--- src/rtl/if_id_queue.sv ---
// ---------------------------------------------------------------------------
// if_id_queue
//
// Decoupling queue between instruction fetch and decode. It holds up to
// DEPTH {pc, instr} pairs so that decode back-pressure never stalls the PC
// register in the middle of a fetch. A single-cycle flush empties the queue
// on a control-flow redirect.
//
// For the head entry, decode also receives:
//   - the static next PC (pc + 4, wrapping), and
//   - a misalignment flag, which is computed when the entry is pushed.
//
// Ports
//   clk          rising-edge clock
//   rst          asynchronous reset, active-low
//   in_valid     fetch presents {in_pc, in_instr}
//   in_ready     queue accepts the entry this cycle
//   in_pc        PC of the fetched instruction
//   in_instr     fetched instruction word
//   out_valid    head entry valid toward decode
//   out_ready    decode consumes the head entry this cycle
//   out_pc       PC of the head entry (0 when empty)
//   out_instr    instruction of the head entry (0 when empty)
//   out_snpc     out_pc + 4, modulo 2^PC_W
//   out_misalign out_pc[1:0] != 0 for the head entry (0 when empty)
//   flush        redirect: discards every entry on the next edge
//   count        number of stored entries
// ---------------------------------------------------------------------------
module if_id_queue #(
  parameter int DEPTH  = 4,
  parameter int PC_W   = 64,
  parameter int INST_W = 32
) (
  input  logic                     clk,
  input  logic                     rst,
  input  logic                     in_valid,
  output logic                     in_ready,
  input  logic [PC_W-1:0]          in_pc,
  input  logic [INST_W-1:0]        in_instr,
  output logic                     out_valid,
  input  logic                     out_ready,
  output logic [PC_W-1:0]          out_pc,
  output logic [INST_W-1:0]        out_instr,
  output logic [PC_W-1:0]          out_snpc,
  output logic                     out_misalign,
  input  logic                     flush,
  output logic [$clog2(DEPTH):0]   count
);

  localparam int AW = $clog2(DEPTH);
  localparam int CW = AW + 1;

  localparam logic [AW-1:0]   PTR_ONE   = AW'(1'b1);
  localparam logic [AW-1:0]   PTR_ZERO  = AW'(1'b0);
  localparam logic [CW-1:0]   CNT_ONE   = CW'(1'b1);
  localparam logic [CW-1:0]   CNT_ZERO  = CW'(1'b0);
  localparam logic [CW-1:0]   CNT_FULL  = CW'(DEPTH);
  localparam logic [PC_W-1:0] PC_FOUR   = PC_W'(3'd4);

  // Low two PC bits nonzero means the instruction is not word-aligned.
  function automatic logic is_misaligned(input logic [PC_W-1:0] pc);
    return (pc[1:0] != 2'b00);
  endfunction

  logic [PC_W-1:0]   pc_mem_r    [DEPTH];
  logic [INST_W-1:0] instr_mem_r [DEPTH];
  logic              mis_mem_r   [DEPTH];

  logic [AW-1:0] head_r;
  logic [AW-1:0] tail_r;
  logic [CW-1:0] count_r;

  logic          not_empty_s;
  logic          not_full_s;
  logic          push_s;
  logic          pop_s;

  // Handshake qualification; flush suppresses both sides for this cycle.
  always_comb begin
    not_empty_s = (count_r != CNT_ZERO);
    not_full_s  = (count_r != CNT_FULL);
    in_ready    = not_full_s & ~flush;
    out_valid   = not_empty_s;
    // in_ready already contains ~flush; pop must mask it explicitly.
    push_s      = in_valid & in_ready;
    pop_s       = not_empty_s & out_ready & ~flush;
  end

  // Pointer and occupancy state. Reset dominates flush, and flush dominates traffic.
  always_ff @(posedge clk or negedge rst) begin
    if (!rst) begin
      head_r  <= PTR_ZERO;
      tail_r  <= PTR_ZERO;
      count_r <= CNT_ZERO;
    end else if (flush) begin
      head_r  <= PTR_ZERO;
      tail_r  <= PTR_ZERO;
      count_r <= CNT_ZERO;
    end else begin
      if (push_s) begin
        tail_r <= tail_r + PTR_ONE;
      end
      if (pop_s) begin
        head_r <= head_r + PTR_ONE;
      end
      if (push_s && !pop_s) begin
        count_r <= count_r + CNT_ONE;
      end else if (pop_s && !push_s) begin
        count_r <= count_r - CNT_ONE;
      end else begin
        count_r <= count_r;
      end
    end
  end

  // Payload storage; its contents are irrelevant until written, so it is not reset.
  always_ff @(posedge clk) begin
    if (push_s) begin
      pc_mem_r[tail_r]    <= in_pc;
      instr_mem_r[tail_r] <= in_instr;
      mis_mem_r[tail_r]   <= is_misaligned(in_pc);
    end
  end

  // Head read-out. The payload is forced to zero when empty, so out_snpc is 4.
  always_comb begin
    out_pc       = {PC_W{1'b0}};
    out_instr    = {INST_W{1'b0}};
    out_misalign = 1'b0;
    if (not_empty_s) begin
      out_pc       = pc_mem_r[head_r];
      out_instr    = instr_mem_r[head_r];
      out_misalign = mis_mem_r[head_r];
    end else begin
      out_pc       = {PC_W{1'b0}};
      out_instr    = {INST_W{1'b0}};
      out_misalign = 1'b0;
    end
    out_snpc = out_pc + PC_FOUR;
  end

  assign count = count_r;

endmodule

--- config.mk ---
export PLATFORM = sky130hd
export DESIGN_NAME = if_id_queue
export DESIGN_NICKNAME = d
export VERILOG_FILES = /design/src/rtl/if_id_queue.sv
export SDC_FILE = /design/constraint.sdc
export NUM_CORES = 1
export LEC_CHECK = 0
export CAP_MARGIN = 20
export CORE_ASPECT_RATIO = 1.75
export CORE_UTILIZATION = 55
export CTS_BUF_LIST = sky130_fd_sc_hd__clkbuf_16
export CTS_CLUSTER_SIZE = 28
export DETAILED_ROUTE_END_ITERATION = 12
export GPL_TIMING_DRIVEN = 0
export HOLD_SLACK_MARGIN = 0.03
export PLACE_DENSITY = 0.81
export SLEW_MARGIN = 15
export SYNTH_ARGS = -nofsm -noshare
export SYNTH_HDL_FRONTEND = slang
export SYNTH_SLANG_ARGS = --single-unit
--- constraint.sdc ---
create_clock -name clk -period 9.8 [get_ports clk]
set_clock_uncertainty 0.05 [all_clocks]
set_input_delay 2.45 -clock clk [delete_from_list [all_inputs] [get_ports clk]]
set_output_delay 2.45 -clock clk [all_outputs]
set_load 0.005 [all_outputs]
### Word level (Yosys, flattened, before mapping)

Memories as Yosys holds them, arrays and structs flattened.
Index checks and enable logic that the tools add are counted.

* register bits: 7
* bits in writable memories: 388
* bits of input ports: 101
* output and inout bits: 166
* logic and storage cells: 38
* memories kept: 3

Memory list
* pc_mem_r: words 4, bits a word 64, rd ports 1, clocked after memory_dff 0, wr ports 1, RTL line 65 `logic [PC_W-1:0] pc_mem_r [DEPTH];`
* instr_mem_r: words 4, bits a word 32, rd ports 1, clocked after memory_dff 0, wr ports 1, RTL line 66 `logic [INST_W-1:0] instr_mem_r [DEPTH];`
* mis_mem_r: words 4, bits a word 1, rd ports 1, clocked after memory_dff 0, wr ports 1, RTL line 67 `logic mis_mem_r [DEPTH];`

* add/subtract/negate cells: 5
* equal/unequal tests: 1
* mux-type cells: 12
* bitwise logic cells: 5
* reductions and logical operators: 9

Operators by type and width (number)
* adder 64 x 3 -> 64 bit, second input constant: 1
* 2-to-1 mux 64 bit: 1
* 2-to-1 mux 32 bit: 1
* 2-to-1 mux 3 bit: 3
* 2-to-1 mux 2 bit: 4
* nonzero test 2 bit: 3
* nonzero test 3 bit: 2
* adder 2 x 1 -> 2 bit, second input constant: 2
* AND 1 bit: 4
* adder 3 x 1 -> 3 bit, second input constant: 1
* 2-to-1 mux 1 bit: 3
* inequality test 3 bit, second input constant: 1
* subtractor 3 x 1 -> 3 bit, second input constant: 1
* logical AND 1 bit: 2
* zero test 1 bit: 2
* NOT 1 bit: 1

### Longest topological paths before layout

Gate-level depths: netlist (run 1).

* word-level depth: 8
* depth in mapped cells: 17
* gate-level depth less buffers: 10

### Worst setup path after synthesis (run 1)

Ideal clock, no wire load.

* path type: register to output
* start point: reg head_r[1]
* end point: out out_snpc[40]
* arrival time: 3947 ps
* required time: 7300 ps
* slack: 3353 ps
* cell stages (with the launch flop): 17
* buffers on the path: 7
* cells stage by stage: dfrtp_1 > buf_2 > buf_2 > buf_2 > buf_2 > buf_2 > clkbuf_1 > mux4_2 > nand2_1 > inv_1 > ha_1 > nand4_1 > or2_2 > or4_1 > buf_6 > nor4_1 > mux2_1

* cells in the longest elaborated chain, start to end: 3

Ends and longest elaborated chain
* start: declaration: RTL line 69 `logic [AW-1:0] head_r;`
* start signal: assignment: RTL line 104 `head_r <= head_r + PTR_ONE;`
* memory (4 x 64 bit)
* 2-to-1 mux 64 bit: RTL line 130 `if (not_empty_s) begin`
* via out_pc[2]: RTL line 42 `output logic [PC_W-1:0] out_pc,`
* adder 64 x 3 -> 64 bit: RTL line 139 `out_snpc = out_pc + PC_FOUR;`
* end: declaration: RTL line 44 `output logic [PC_W-1:0] out_snpc,`

The timed path passes the listed nets, and every way through them passes these cells.

### Worst setup path in the final report (run 1)

* start point: reg count_r[2], in the netlist count[2]
* end point: out out_snpc[38]

* cells in the longest elaborated chain, start to end: 3

Ends and longest elaborated chain
* start: declaration: RTL line 71 `logic [CW-1:0] count_r;`
* start signal: assignment: RTL line 107 `count_r <= count_r + CNT_ONE;`
* start signal: assignment: RTL line 109 `count_r <= count_r - CNT_ONE;`
* start signal: assignment: RTL line 111 `count_r <= count_r;`
* nonzero test 3 bit: RTL line 80 `not_empty_s = (count_r != CNT_ZERO);`
* 2-to-1 mux 64 bit: RTL line 130
* adder 64 x 3 -> 64 bit: RTL line 139

Every way passes these cells.

==> results of run 1 <==
flip-flops by register name, indices dropped and copies added (netlist names):
name	flops
pc_mem_r	256
instr_mem_r	128
head_r	2
tail_r	2
mis_mem_r	4
count	3
power by group through the flow:
stage	Sequential (W)	Combinational, W	Clock, W
after global placement	0.00205	0.00209	0
after detailed placement	0.00204	0.00212	0
final	0.00201	0.00214	0.00133
after CTS	0.00201	0.00213	0.00135
after floorplan	0.00204	0.000979	0
after global routing	0.00201	0.00227	0.00140
layout by cell type, fill, tap and decap left out, types with 11 or more instances in the layout:
| cell type | netlist | layout |
|---|---|---|
| nand4_1 | 20 | 20 |
| nand3_1 | 28 | 28 |
| or3_1 | 11 | 11 |
| xor2_1 | 35 | 35 |
| nor3_1 | 17 | 17 |
| xnor2_1 | 25 | 25 |
| mux4_2 | 91 | 91 |
| clkbuf_1 | 22 | 21 |
| nand2_1 | 90 | 90 |
| and2_1 | 81 | 77 |
| mux4_1 | 11 | 11 |
| nor4_1 | 27 | 27 |
| buf_2 | 16 | 16 |
| edfxtp_1 | 388 | 388 |
| o21ai_0 | 12 | 12 |
| clkdlybuf4s50_1 | 0 | 264 |
| inv_1 | 27 | 32 |
| nor2_1 | 41 | 41 |
| clkbuf_16 | 0 | 37 |
through the flow:
step                      setup WS (ns)  hold WS, ns  area, um^2
after floorplan                    3.35        0.445       17800
after global placement            0.783        0.477       20900
after detailed placement          0.729        0.529       21100
after CTS                         0.122        0.545       22200
after global routing              0.143        0.559       22200
final                             0.159        0.553       22200
critical path, delay by kind of cell (launching register included):
| family | cells | cell delay (ns) |
|---|---|---|
| xor gates and xnor gates | 1 | 0.18 |
| buffers and inverters | 10 | 3.37 |
| DFF | 1 | 0.52 |
| and+or+nand+nor | 6 | 2.30 |
| adders and majority gates | 1 | 0.24 |
kinds of logic after synthesis:
| family | after synthesis | synth area share |
|---|---|---|
| buffers and inverters | 84 | 0.0252 |
| AOI/OAI and AO/OA | 39 | 0.0154 |
| adders and majority gates | 6 | 0.00465 |
| and+or+nand+nor | 370 | 0.116 |
| DFF | 395 | 0.666 |
| muxes | 121 | 0.143 |
| xor gates and xnor gates | 60 | 0.0296 |
area by class of cell:
class,count,area (um^2)
Antenna cell,6,15.0
Clock inverter,22,180
Multi-Input combinational cell,596,5490
Timing Repair Buffer,272,2850
Buffer,55,337
Inverter,29,111
Sequential cell,395,11800
Tap cell,396,495
Fill cell,2095,9410
Clock buffer,37,926
worst min path at each step:
stage | endpoint | slack [ns] | depth (start not counted)
after floorplan | tail_r[0]$_DFFE_PN0P_ | 0.45 | 1
after detailed placement | tail_r[0]$_DFFE_PN0P_ | 0.53 | 1
after global routing | tail_r[0]$_DFFE_PN0P_ | 0.56 | 1
after CTS | tail_r[0]$_DFFE_PN0P_ | 0.55 | 1
final | tail_r[0]$_DFFE_PN0P_ | 0.55 | 1
after global placement | tail_r[0]$_DFFE_PN0P_ | 0.48 | 1
metal layers:
| layer | routed length (um) | up-vias | global-route usage |
|---|---|---|---|
| li1 | - | 4854 | - |
| met1 | 16700 | 5606 | 0.345 |
| met2 | 25900 | 672 | 0.541 |
| met3 | 4000 | 173 | 0.0688 |
| met4 | 3160 | 0 | 0.198 |
| met5 | 0 | - | 0 |
==> flow_summary.yaml, run 1 <==
run_status:
  status: "finished clean"
clock_tree:
  cts_resized: 0
  clk_pin_slew_ns: 0.07
  cts_tree: "yes"
  htreeDepth: 2
  clock_latency_ns: 0.52
  numClockSinks: 395
  cts_setup_buffers: 0
  cts-root-buf: "clkbuf_16"
  cts_max_path_buffers: 3
  numCtsBuffers: 34
  cts-hold-fix-buffers: 0
critical_path:
  rr_endpoint: "count[2]$_DFFE_PN0P_"
  cp-startpoint: "count[2]$_DFFE_PN0P_"
  critPathMaxStageDelay_ns: 0.63
  path_cells: "nor3_2, clkinv_1, buf_6, buf_6, clkbuf_1, clkbuf_2, clkbuf_1, nand2_1, inv_1, ha_1, nand4_1, or2_2, or4_1, buf_6, buf_8, nor3_1, xnor2_1, clkdlybuf4s50_1"
  r2r_setup_slack_ns: 4.52
  reg2reg_depth: 13
  worstReg2RegStart: "count[2]$_DFFE_PN0P_"
  slowest_stage: "clkbuf_1"
  worst_ep_arrival_time_ns: 7.14
  start_kind: "register"
  crit_type: "reg2out"
  end_kind: "output pin"
  crit_required_ns: 7.30
  crit_path_end: "out_snpc[38]"
  crit_fanout: 10
  cp_common_cell: "buf_6"
power_and_ir_drop:
  powerDensity_nw_per_um2: 246
  p_comb_frac: 0.391
  internal-power_w: 0.00379
  clockPowerShare: 0.242
  p_leak_nw: 7.27
  ir_drop_v: 0.000197
  p_total_w: 0.00547
  pwr-share-seq: 0.367
  p_sw_frac: 0.308
  p_sw_w: 0.00169
global_route:
  grt_antenna_before_repair: 4
  gr-total-overflow: 0
  grt_pass1_vias: 11896
  grt_max_degree: 49
  grt_pass1_wl_um: 73300
  track_usage: 0.313
placement:
  io_buffers: 264
  place.gp.congestion: 0.984
  dp_hpwl_um: 36700
  dp.cells: 1743
cells_and_area:
  syn_to_final_growth_pct: 25.2
  drive_gt1_frac: 0.149
  fin_util: 0.703
  stdcell_count: 1808
  nets: 1490
detailed_routing:
  ant_nets: 0
  vias: 11305
  wl_um: 49800
  first_iter_violations: 935
  wl_per_cell_um: 27.5
  drc: 0
  vias_per_cell: 6.25
  firstDrtPassIters: 6
synthesis:
  synth_cell_types: 62
  synth-main-ff-cell: "edfxtp_1"
  postSynthAreaPerCell_um2: 16.5
  seq_area_frac_synth: 0.666
  yosysMostFrequentCell: "edfxtp_1"
  synth_top_cells_by_area: "edfxtp_1, mux4_2, and2_1"
  synth_warnings: 0
  synth.cell_area_um2: 17800
  synth_common_cells: "edfxtp_1, mux4_2, nand2_1"
  netlist_instances: 1075
  synth-async-reset-ratio: 0.0177
  yosysTopAreaCellShare: 0.656
  synth_edf_count: 388
  yosys.area.top_type: "edfxtp_1"
  syn_nets: 1182
  ys_ff_latch: 395
timing:
  finalCritPeriodShare: 0.984
  fmax_mhz: 104
  setup_viol: 0
  worst_pin_slew_ns: 1.25
  fin_crit_ns: 9.64
  rsz0062_at_grt: "false"
  final_max_slew_viol_count: 0
  setup_tns_ns: 0
  max_slew_margin: 0.167
  hold_viol_final: 0
worst_hold_path:
  hold_start: "tail_r[0]$_DFFE_PN0P_"
  hp-class: "reg2reg"
floorplanning:
  coreArea_um2: 31600
  dieArea_um2: 33000
  num_rows: 86
  ios: 267
  die-height_um: 240
  start_util: 0.561
  fp.dieW_um: 138
job:
  drv_cap: 0
Power figures use the tool's default switching activity.
==> run 2: changes to the inputs <==
--- a/config.mk
+++ b/config.mk
@@ -7,13 +7,12 @@
 export LEC_CHECK = 0
 export CAP_MARGIN = 20
 export CORE_ASPECT_RATIO = 1.75
-export CORE_UTILIZATION = 55
+export CORE_UTILIZATION = 35
 export CTS_BUF_LIST = sky130_fd_sc_hd__clkbuf_16
 export CTS_CLUSTER_SIZE = 28
 export DETAILED_ROUTE_END_ITERATION = 12
 export GPL_TIMING_DRIVEN = 0
 export HOLD_SLACK_MARGIN = 0.03
-export PLACE_DENSITY = 0.81
 export SLEW_MARGIN = 15
 export SYNTH_ARGS = -nofsm -noshare
 export SYNTH_HDL_FRONTEND = slang
==> flow_summary.yaml, run 2 (synthesized netlist as in run 1, its figures left out) <==
detailed_routing:
  ant_nets: 0
  first_iter_violations: 804
  maxUsedRoutingLayer: "met5"
  drc: 0
  wl_per_cell_um: 25.8
  met1_length_um: 18100
  vias_per_cell: 5.35
  wl_um: 53600
  met3_length_um: 3300
  firstDrtPassIters: 5
  vias: 11102
  dr_wl_met2_um: 29500
critical_path:
  rr_endpoint: "count[2]$_DFFE_PN0P_"
  crit_family: "simple AND/OR/NAND/NOR gates"
  crit_required_ns: 7.30
  slowest_stage: "or4b_2"
  end_kind: "output pin"
  path_cells: "buf_6, buf_6, buf_4, buf_4, buf_4, buf_2, mux4_2, nand2_1, inv_1, ha_1, nand4_1, or2_2, or4b_2, nor3_1, xor2_1, clkdlybuf4s50_1"
  critPathMaxStageDelay_ns: 0.74
  crit_fanout: 10
  worst_ep_arrival_time_ns: 6.84
  r2r_setup_slack_ns: 5.81
  cp_num_cells: 16
  path_buf_inv: 8
  cp_common_cell: "buf_4"
  reg2reg_depth: 12
  start_kind: "register"
  crit_type: "reg2out"
  worstReg2RegStart: "count[2]$_DFFE_PN0P_"
clock_tree:
  cts-root-buf: "clkbuf_16"
  numClockSinks: 395
  cts_tree: "yes"
  clock_latency_ns: 0.55
  cts_max_path_buffers: 3
  numCtsBuffers: 38
  htreeDepth: 2
  clk_pin_slew_ns: 0.06
worst_hold_path:
  hold_depth: 1
  min_to: "tail_r[0]$_DFFE_PN0P_"
  hp-class: "reg2reg"
  hold_start: "tail_r[0]$_DFFE_PN0P_"
floorplanning:
  start_util: 0.356
  num_rows: 108
  ios: 267
  fp.dieW_um: 172
  coreArea_um2: 49900
  dieArea_um2: 51700
  die-height_um: 300
power_and_ir_drop:
  p_leak_nw: 7.34
  powerDensity_nw_per_um2: 247
  ir_drop_v: 0.000161
  p_total_w: 0.00560
placement:
  io_buffers: 264
  place.gp.congestion: 0.926
  dp_hpwl_um: 39900
  dp.cells: 2009
  place_area_um2: 21500
  pre_cts_slack_ns: -0.154
cells_and_area:
  syn_to_final_growth_pct: 27.8
  layout_commonest_cell: "edfxtp_1"
  largest_register_ffs: 256
  top_regs: "pc_mem_r x256, instr_mem_r x128, mis_mem_r x4"
  fin_util: 0.455
  regMostFlops: "pc_mem_r"
  layout_common_cells: "edfxtp_1, clkdlybuf4s50_1, mux4_2, nand2_1, and2_1"
  drive_gt1_frac: 0.158
  stdcell_count: 2076
  final_area_um2: 22700
  nets: 1494
global_route:
  grt_antenna_before_repair: 8
  grt_pass1_wl_um: 76600
  grt_max_degree: 45
  track_usage: 0.209
  gr-total-overflow: 0
  grt_pass1_vias: 11593
timing:
  hold_viol_final: 0
  worst_pin_slew_ns: 1.24
  final_max_slew_viol_count: 0
  fmax_mhz: 107
  fin_ws_ns: 0.463
  finalCritPeriodShare: 0.953
  fin_crit_ns: 9.34
  rsz0062_at_grt: "false"
  setup_viol: 0
  max_slew_margin: 0.173
run_status:
  status: "finished clean"
job:
  drv_cap: 0
## run 2: changes by cell type in the layout (fill, tap and decap cells not counted), sizes merged
| cell | change |
|---|---|
| clkinv | +1 |
| clkinvlp | +4 |
| inv | +2 |
| buf | +2 |
| diode | -5 |
## run 2: what timing repair did
item / in CTS / in global routing
setup buffers: 0 / 0
hold buffers: 0 / 0
gates resized for setup: 2 / 0
endpoints found under the setup margin: 23 / 1
## run 2: cell type report
cell class | count | area [um^2]
antenna | 1 | 2.50
fill | 4346 | 27200
inverter | 29 | 111
buffer | 53 | 330
clock buffer | 39 | 976
timing repair buffer | 274 | 2880
clock inverter | 29 | 244
sequential | 395 | 11800
tap | 660 | 826
multi-input combinational | 596 | 5490
## run 2: per-stage QoR
stage          hold WS (ns)  TNS (ns)
3_5_place_dp          0.477    -0.300
3_3_place_gp          0.486    -0.612
6_report              0.539         0
4_1_cts               0.551         0
5_1_grt               0.575         0
2_1_floorplan         0.445         0
## run 2: how the worst max path moves through the flow
stage,from,to
final,head_r[0]$_DFFE_PN0P_,out_snpc[52]
after global routing,head_r[0]$_DFFE_PN0P_,out_snpc[52]
after CTS,head_r[1]$_DFFE_PN0P_,out_snpc[52]
after detailed placement,count[2]$_DFFE_PN0P_,out_snpc[52]
after global placement,count[2]$_DFFE_PN0P_,out_snpc[52]
after floorplan,head_r[1]$_DFFE_PN0P_,out_snpc[40]
## run 2: where the power goes
group / switching, W / internal [W] / total, W / leakage (nW)
clock network: 0.000632 / 0.000810 / 0.00144 / 0.612
logic: 0.00109 / 0.00106 / 0.00215 / 3.11
registers: 0.0000398 / 0.00197 / 0.00200 / 3.61
total: 0.00176 / 0.00384 / 0.00560 / 7.34
## run 2: worst register-to-register path: cells and delay by family, from the launching register on
| kind | cells | cell delay, ns |
|---|---|---|
| buffers and inverters | 5 | 1.89 |
| adders and majority gates | 1 | 0.26 |
| AOI/OAI and AO/OA | 4 | 0.63 |
| DFF | 1 | 0.48 |
| and+or+nand+nor | 2 | 0.60 |
## run 2: routing by layer
layer | global-route usage | vias to the layer above
met4 | 0.0997 | 12
li1 | - | 4847
met5 | 0 | -
met1 | 0.217 | 5619
met2 | 0.394 | 486
met3 | 0.0403 | 138
